$ cat config.mk
export PLATFORM = sky130hd
export DESIGN_NAME = cacheline_mem_arbiter
export DESIGN_NICKNAME = d
export VERILOG_FILES = /design/src/rtl/cacheline_mem_arbiter_pkg.sv /design/src/rtl/cacheline_mem_arbiter.sv
export SDC_FILE = /design/constraint.sdc
export NUM_CORES = 1
export LEC_CHECK = 0
export ABC_AREA = 1
export BUFFER_PORTS_ARGS = -buffer_cell sky130_fd_sc_hd__buf_2
export CORE_AREA = 3 3 546 548
export DETAILED_ROUTE_END_ITERATION = 10
export DIE_AREA = 0 0 549 551
export PLACE_DENSITY = 0.34
export SLEW_MARGIN = 10
export SYNTH_ARGS = -nofsm -noshare
export SYNTH_HDL_FRONTEND = slang
export SYNTH_SLANG_ARGS = --single-unit
export TNS_END_PERCENT = 50
$ cat constraint.sdc
create_clock -name clk -period 52.4 [get_ports clk]
set_clock_uncertainty 0.05 [all_clocks]
set_input_delay 10.48 -clock clk [delete_from_list [all_inputs] [get_ports clk]]
set_output_delay 10.48 -clock clk [all_outputs]
set_load 0.1 [all_outputs]
$ cat src/rtl/cacheline_mem_arbiter_pkg.sv
// Shared types for the cache-line memory arbiter: FSM state encoding and line geometry.
package rv32i_types;

   localparam int ARB_LINE_WIDTH   = 256;
   localparam int LINE_OFFSET_BITS = $clog2(ARB_LINE_WIDTH / 8);

   typedef enum logic [2:0] {
      IDLE    = 3'd0,
      SERVE_I = 3'd1,
      SERVE_D = 3'd2,
      DONE_I  = 3'd3,
      DONE_D  = 3'd4
   } arbiter_state_t;

endpackage

$ cat src/rtl/cacheline_mem_arbiter.sv
// Arbitrates the single pmem line port between I-cache and D-cache, one line
// transfer at a time, D-first with a starvation override for the I-cache.
//
// state   | meaning
// --------+-----------------------------------------------------------
// IDLE    | no transfer; picks the next requester
// SERVE_I | pmem read in flight for the I-cache
// SERVE_D | pmem read or writeback in flight for the D-cache
// DONE_I  | icache_resp pulse, line available on icache_rdata
// DONE_D  | dcache_resp pulse, line available on dcache_rdata
module cacheline_mem_arbiter
   import rv32i_types::*;
#(
   parameter int LINE_WIDTH   = 256,
   parameter int ADDR_WIDTH   = 32,
   parameter int STARVE_LIMIT = 4
) (
   input  logic                  clk,
   input  logic                  reset,
   input  logic                  icache_read,
   input  logic [ADDR_WIDTH-1:0] icache_addr,
   output logic [LINE_WIDTH-1:0] icache_rdata,
   output logic                  icache_resp,
   input  logic                  dcache_read,
   input  logic                  dcache_write,
   input  logic [ADDR_WIDTH-1:0] dcache_addr,
   input  logic [LINE_WIDTH-1:0] dcache_wdata,
   output logic [LINE_WIDTH-1:0] dcache_rdata,
   output logic                  dcache_resp,
   output logic                  pmem_read,
   output logic                  pmem_write,
   output logic [ADDR_WIDTH-1:0] pmem_address,
   output logic [LINE_WIDTH-1:0] pmem_wdata,
   input  logic [LINE_WIDTH-1:0] pmem_rdata,
   input  logic                  pmem_resp
);

   localparam int OFFS = $clog2(LINE_WIDTH / 8);
   localparam int CW   = $clog2(STARVE_LIMIT + 1);
   localparam logic [ADDR_WIDTH-1:0] ALIGN_MASK = {ADDR_WIDTH{1'b1}} << OFFS;
   localparam logic [CW-1:0]         LIMIT      = CW'(STARVE_LIMIT);

   arbiter_state_t state, state_nx;

   logic [CW-1:0]         starve_cnt;
   logic                  lat_write;
   logic [ADDR_WIDTH-1:0] lat_addr;
   logic [LINE_WIDTH-1:0] lat_wdata;
   logic [LINE_WIDTH-1:0] irdata_q;
   logic [LINE_WIDTH-1:0] drdata_q;

   logic d_pend;
   logic grant_d;
   logic grant_i;

   // D wins unless the I-cache is waiting and has already lost STARVE_LIMIT times.
   assign d_pend  = dcache_read | dcache_write;
   assign grant_d = (state == IDLE) && d_pend && (!icache_read || (starve_cnt < LIMIT));
   assign grant_i = (state == IDLE) && !grant_d && icache_read;

   always_comb begin
      state_nx = state;
      case (state)
         IDLE: begin
            if (grant_d)      state_nx = SERVE_D;
            else if (grant_i) state_nx = SERVE_I;
         end
         SERVE_I: if (pmem_resp) state_nx = DONE_I;
         SERVE_D: if (pmem_resp) state_nx = DONE_D;
         DONE_I:  state_nx = IDLE;
         DONE_D:  state_nx = IDLE;
         default: state_nx = IDLE;
      endcase
   end

   always_ff @(posedge clk or posedge reset) begin
      if (reset) begin
         state      <= IDLE;
         starve_cnt <= '0;
      end else begin
         state <= state_nx;
         if (grant_d && icache_read && (starve_cnt != LIMIT))
            starve_cnt <= starve_cnt + CW'(1);
         else if (grant_i)
            starve_cnt <= '0;
      end
   end

   // Request captured at grant so later requester changes cannot disturb the burst.
   always_ff @(posedge clk or posedge reset) begin
      if (reset) begin
         lat_write <= 1'b0;
         lat_addr  <= '0;
         lat_wdata <= '0;
      end else if (grant_d) begin
         lat_write <= dcache_write;
         lat_addr  <= dcache_addr & ALIGN_MASK;
         lat_wdata <= dcache_wdata;
      end else if (grant_i) begin
         lat_write <= 1'b0;
         lat_addr  <= icache_addr & ALIGN_MASK;
      end
   end

   always_ff @(posedge clk or posedge reset) begin
      if (reset) begin
         irdata_q <= '0;
         drdata_q <= '0;
      end else if (pmem_resp) begin
         if (state == SERVE_I)
            irdata_q <= pmem_rdata;
         else if ((state == SERVE_D) && !lat_write)
            drdata_q <= pmem_rdata;
      end
   end

   assign pmem_read    = (state == SERVE_I) || ((state == SERVE_D) && !lat_write);
   assign pmem_write   = (state == SERVE_D) && lat_write;
   assign pmem_address = lat_addr;
   assign pmem_wdata   = lat_wdata;

   assign icache_resp  = (state == DONE_I);
   assign dcache_resp  = (state == DONE_D);
   assign icache_rdata = irdata_q;
   assign dcache_rdata = drdata_q;

   // Read and writeback together is a D-cache protocol error; the write is served.
   a_dcache_rw_exclusive : assert property (
      @(posedge clk) disable iff (reset) !(dcache_read && dcache_write)
   );

endmodule

== Yosys cells after proc, flatten, opt, wreduce, memory -nomap -nowiden ==
Cells that the tools add are included.
Storage, ports and cells
  flip-flop bits (word level): 807
  word-level logic and storage cells: 49
  input port bits: 582
Operators by class
  bitwise gates (word level): 2
  reduce and logical (&&, ||, !) cells: 19
  multiplexer cells: 11
  add/sub/neg operators: 1
  magnitude comparators: 1
  equality and inequality tests: 8
Operators by type and width (count)
  2-to-1 mux 32 bit: 2
  2-to-1 mux 3 bit: 6
  one-hot mux 3 bit (3 select lines): 1
  logical AND 1 bit: 8
  equality test 3 x 2 -> 1 bit, second input constant: 2
  inequality test 3 bit, second input constant: 2
  AND reduction 3 bit: 2
  inequality test 2 bit, second input constant: 2
  nonzero test 2 bit: 2
  adder 3 x 1 -> 3 bit, second input constant: 1
  equality test 3 x 1 -> 1 bit, second input constant: 1
  equality test 3 bit, second input constant: 1
  zero test 1 bit: 3
  zero test 3 bit: 1
  < comparator 3 bit, second input constant: 1
  logical OR 1 bit: 2
  2-to-1 mux 1 bit: 2
  AND reduction 2 bit: 1
  NOT 1 bit: 1
  OR 1 bit: 1

== Longest topological paths before layout ==
  depth after elaboration: 9
  mapped depth: 9
  mapped depth without buffers: 7

== Worst setup path before layout ==
Ideal clock, no wire load.
  path kind: register to output
  start point: reg state[0]
  end point: out pmem_read
  stages on the path, launching flop included: 4
  arrival: 2872 ps
  data required time: 41870 ps
  buffers on the path: 0
  slack: 38998 ps
  cell sequence: dfrtp_1 > nor3_4 > inv_1 > o21ai_0
On the way
  word-level cells in the longest chain between the ends: 3
  elaborated cells on any way between the ends: 4
  classes of those cells: 2 x eq/ne; 2 x reduce/logical
RTL lines
  start: declaration: line cacheline_mem_arbiter.sv:43  | arbiter_state_t state, state_nx;
  start signal: assignment: line cacheline_mem_arbiter.sv:81  | state <= state_nx;
  equality test 3 x 2 -> 1 bit: line cacheline_mem_arbiter.sv:117  | assign pmem_read = (state == SERVE_I) || ((state == SERVE_D) && !lat_write);
  logical AND 1 bit: line cacheline_mem_arbiter.sv:117
  logical OR 1 bit (*): line cacheline_mem_arbiter.sv:117
  end: declaration: line cacheline_mem_arbiter.sv:30  | output logic pmem_read,
Every way passes the cells marked *; elsewhere a longest branch is shown, timed or not.

== Worst setup path in the final report ==
  start point: in pmem_resp
  end point: reg drdata_q[104], in the netlist dcache_rdata[104]
On the way
  word-level cells in the longest chain between the ends: 1
RTL lines
  start: declaration: line cacheline_mem_arbiter.sv:35  | input logic pmem_resp
  AND reduction 3 bit (no source line)
  end signal: assignment: line cacheline_mem_arbiter.sv:113  | drdata_q <= pmem_rdata;
  end: declaration: line cacheline_mem_arbiter.sv:50  | logic [LINE_WIDTH-1:0] drdata_q;
Every way passes these cells.
A chain may end at the register's enable or synchronous reset.

==> reports/qor.yml <==
grt.overflow.total: 0
hold_class: "register to register"
stdcell_area_um2: 45340
syn2layout_area_growth_pct: 49.60
cpPeakStageDelay_ns: 0.83
ff2ff_setup_slack_ns: 47.95
r2r-end: "dcache_rdata[104]"
ys.flop_type: "dfrtp_1"
gp_congestion: 0.8973
critical-path-slowest-cell: "buf_4"
cts_tree: "yes"
avgSynthCellArea_um2: 9.300
ys_warn_count: 0
die_area_um2: 302500
ys_ff_latch: 802
end_kind: "register"
synthesis.area_um2: 30310
ctsLongestPathBuffers: 4
grt_antenna_before_repair: 138
critPathRequiredTime_ns: 53.07
finalCriticalPeriod_ns: 13.67
path_class: "primary input to register"
grt_pass1_wl_mm: 264.3
slew_violations: 0
io_buffers: 1370
wl_per_cell_um: 23.44
worst_pin_slew_ns: 1.365
synth_edf_count: 0
worst_path_most_repeated_cell: "buf_4"
ys_seq_area_share_pct: 66.22
placedInstanceArea_um2: 41470
r2r-start: "state[0]"
vias: 27820
first_pass_iters: 6
placementRows: 199
final_nets: 5175
tns_ns: 0
avgViaCountPerCell: 3.225
finalHoldViolations: 0
grt_pass1_vias: 28170
cp_cell_sequence: "buf_2 > nand3_4 > buf_4 > buf_4 > buf_4 > buf_4 > nand2_1 > o21ai_1"
netlist_instances: 3259
cts_setup_buffers: 0
final-setup-viol-count: 0
clock-sinks: 802
clk_latency_ns: 0.82
status: "finished clean"
initial_utilization_pct: 10.32
postRouteAntennaNets: 0
worst_r2r_path_depth: 8
die_y_um: 551
slew_headroom_pct: 9.017
ios: 1386
clk_pin_slew_ns: 0.05
drive_gt1_share_pct: 34.09
setup_ws_ns: 38.73
dp_hpwl_mm: 166.5
hold_path_end: "pmem_wdata[17]"
min_period_over_period_pct: 26.08
drcViolationCount: 0
fmax_ghz: 0.07317
grt_usage_pct: 12.79
cp_max_fo: 87
cts_hold_buf: 0
yosysUniqueCellTypes: 24
first_iter_violations: 1658
post_cts_resized: 0
crit_path_start_kind: "primary input"
grt_max_degree: 198
core_area_um2: 293600
cap_violations: 0
fillCellCount: 33600
arrival_ns: 14.34
root_buffer: "clkbuf_16"
hp-start: "pmem_wdata[17]"
die_w_um: 549
dpl_worst_slack_ns: 37.85
rsz0062_at_grt: "false"
synthArstFlopShare_pct: 100.0
hold_depth: 2
htreeDepth: 3
wl_mm: 202.2
numCtsBuffers: 110
==> Yosys cell counts, types with 3 or more instances <==
cell         n  share of area (%)
o21ai_0    268                4.4
nand2_1   1403                 17
inv_1      270                3.3
dfrtp_1    802                 66
buf_2      121                2.0
nor2_1       3              0.037
clkbuf_1    48               0.59
nand3_1     61                1.0
buf_4       18               0.45
o21ai_1    246                4.1
==> how the worst max path moves through the flow <==
stage	start	to	cells after the start	slack (ns)
after CTS	pmem_resp	dcache_rdata[103]	8	38.77
after global placement	pmem_resp	dcache_rdata[117]	8	37.85
final	pmem_resp	dcache_rdata[104]	8	38.73
after global routing	reset	dcache_rdata[133]	6	38.42
after detailed placement	pmem_resp	dcache_rdata[103]	8	37.85
after floorplan	reset	dcache_rdata[0]	1	19.35
==> cell type report <==
class                      instances  area [um2]  area share (%)
antenna                           27       67.56          0.1490
clock buffer                     159        3217           7.095
clock inverter                    41       586.8           1.294
inverter                         272        1036           2.285
multi-input combinational       2000        8330           18.37
sequential                       802       20070           44.26
tap                             3919        4903           10.81
timing repair buffer            1405        7132           15.73
==> routing by layer <==
layer	GRT usage (%)	part of all wire [%]	vias up
li1	-	-	12860
met1	14.63	39	13200
met2	20.21	45	1316
met3	7.971	14	338
met4	2.613	2.1	102
met5	0	0.34	-
==> placed cells by master (no fill, tap or decap), types with 3 or more instances in the layout <==
cell / n
nand3_1: 61
o21ai_1: 246
conb_1: 5
buf_4: 34
inv_1: 269
clkbuf_8: 28
inv_6: 3
bufinv_16: 11
inv_16: 3
clkinv_4: 4
clkbuf_16: 110
clkinv_2: 15
dfrtp_1: 802
clkbuf_1: 21
buf_2: 1370
diode_2: 27
o21ai_0: 268
clkinvlp_4: 4
nor2_1: 3
nand2_1: 1403
==> sequential cells by signal (all words and copies together) (netlist names) <==
signal and count:
dcache_rdata 256, icache_rdata 256, lat_write 1, pmem_address 27, pmem_wdata 256, starve_cnt 3, state 3
==> kinds of logic after synthesis <==
| group | share of synthesized area (%) |
|---|---|
| simple gates | 18.68 |
| compound gates | 8.574 |
| buf+inv | 6.432 |
| other cells | 0.01237 |
| fa+ha+maj | 0.08255 |
| flops | 66.22 |
==> critical path: cells and delay by family <==
family          cells  cell delay [ns]
compound gates      1             0.11
buf+inv             5             2.84
simple gates        2             0.66
==> through the flow <==
stage	util [%]	std cells	hold slack, ns
final	15.45	8625	0.4231
after global routing	15.43	8602	0.4352
after CTS	15.42	8598	0.4257
after detailed placement	14.13	8398	0.4099
after global placement	14.13	8398	0.4104
after floorplan	-	3263	0.3992
Power is not shown: default switching activity piles up to over one toggle a cycle in this logic, so the estimate is an artifact.
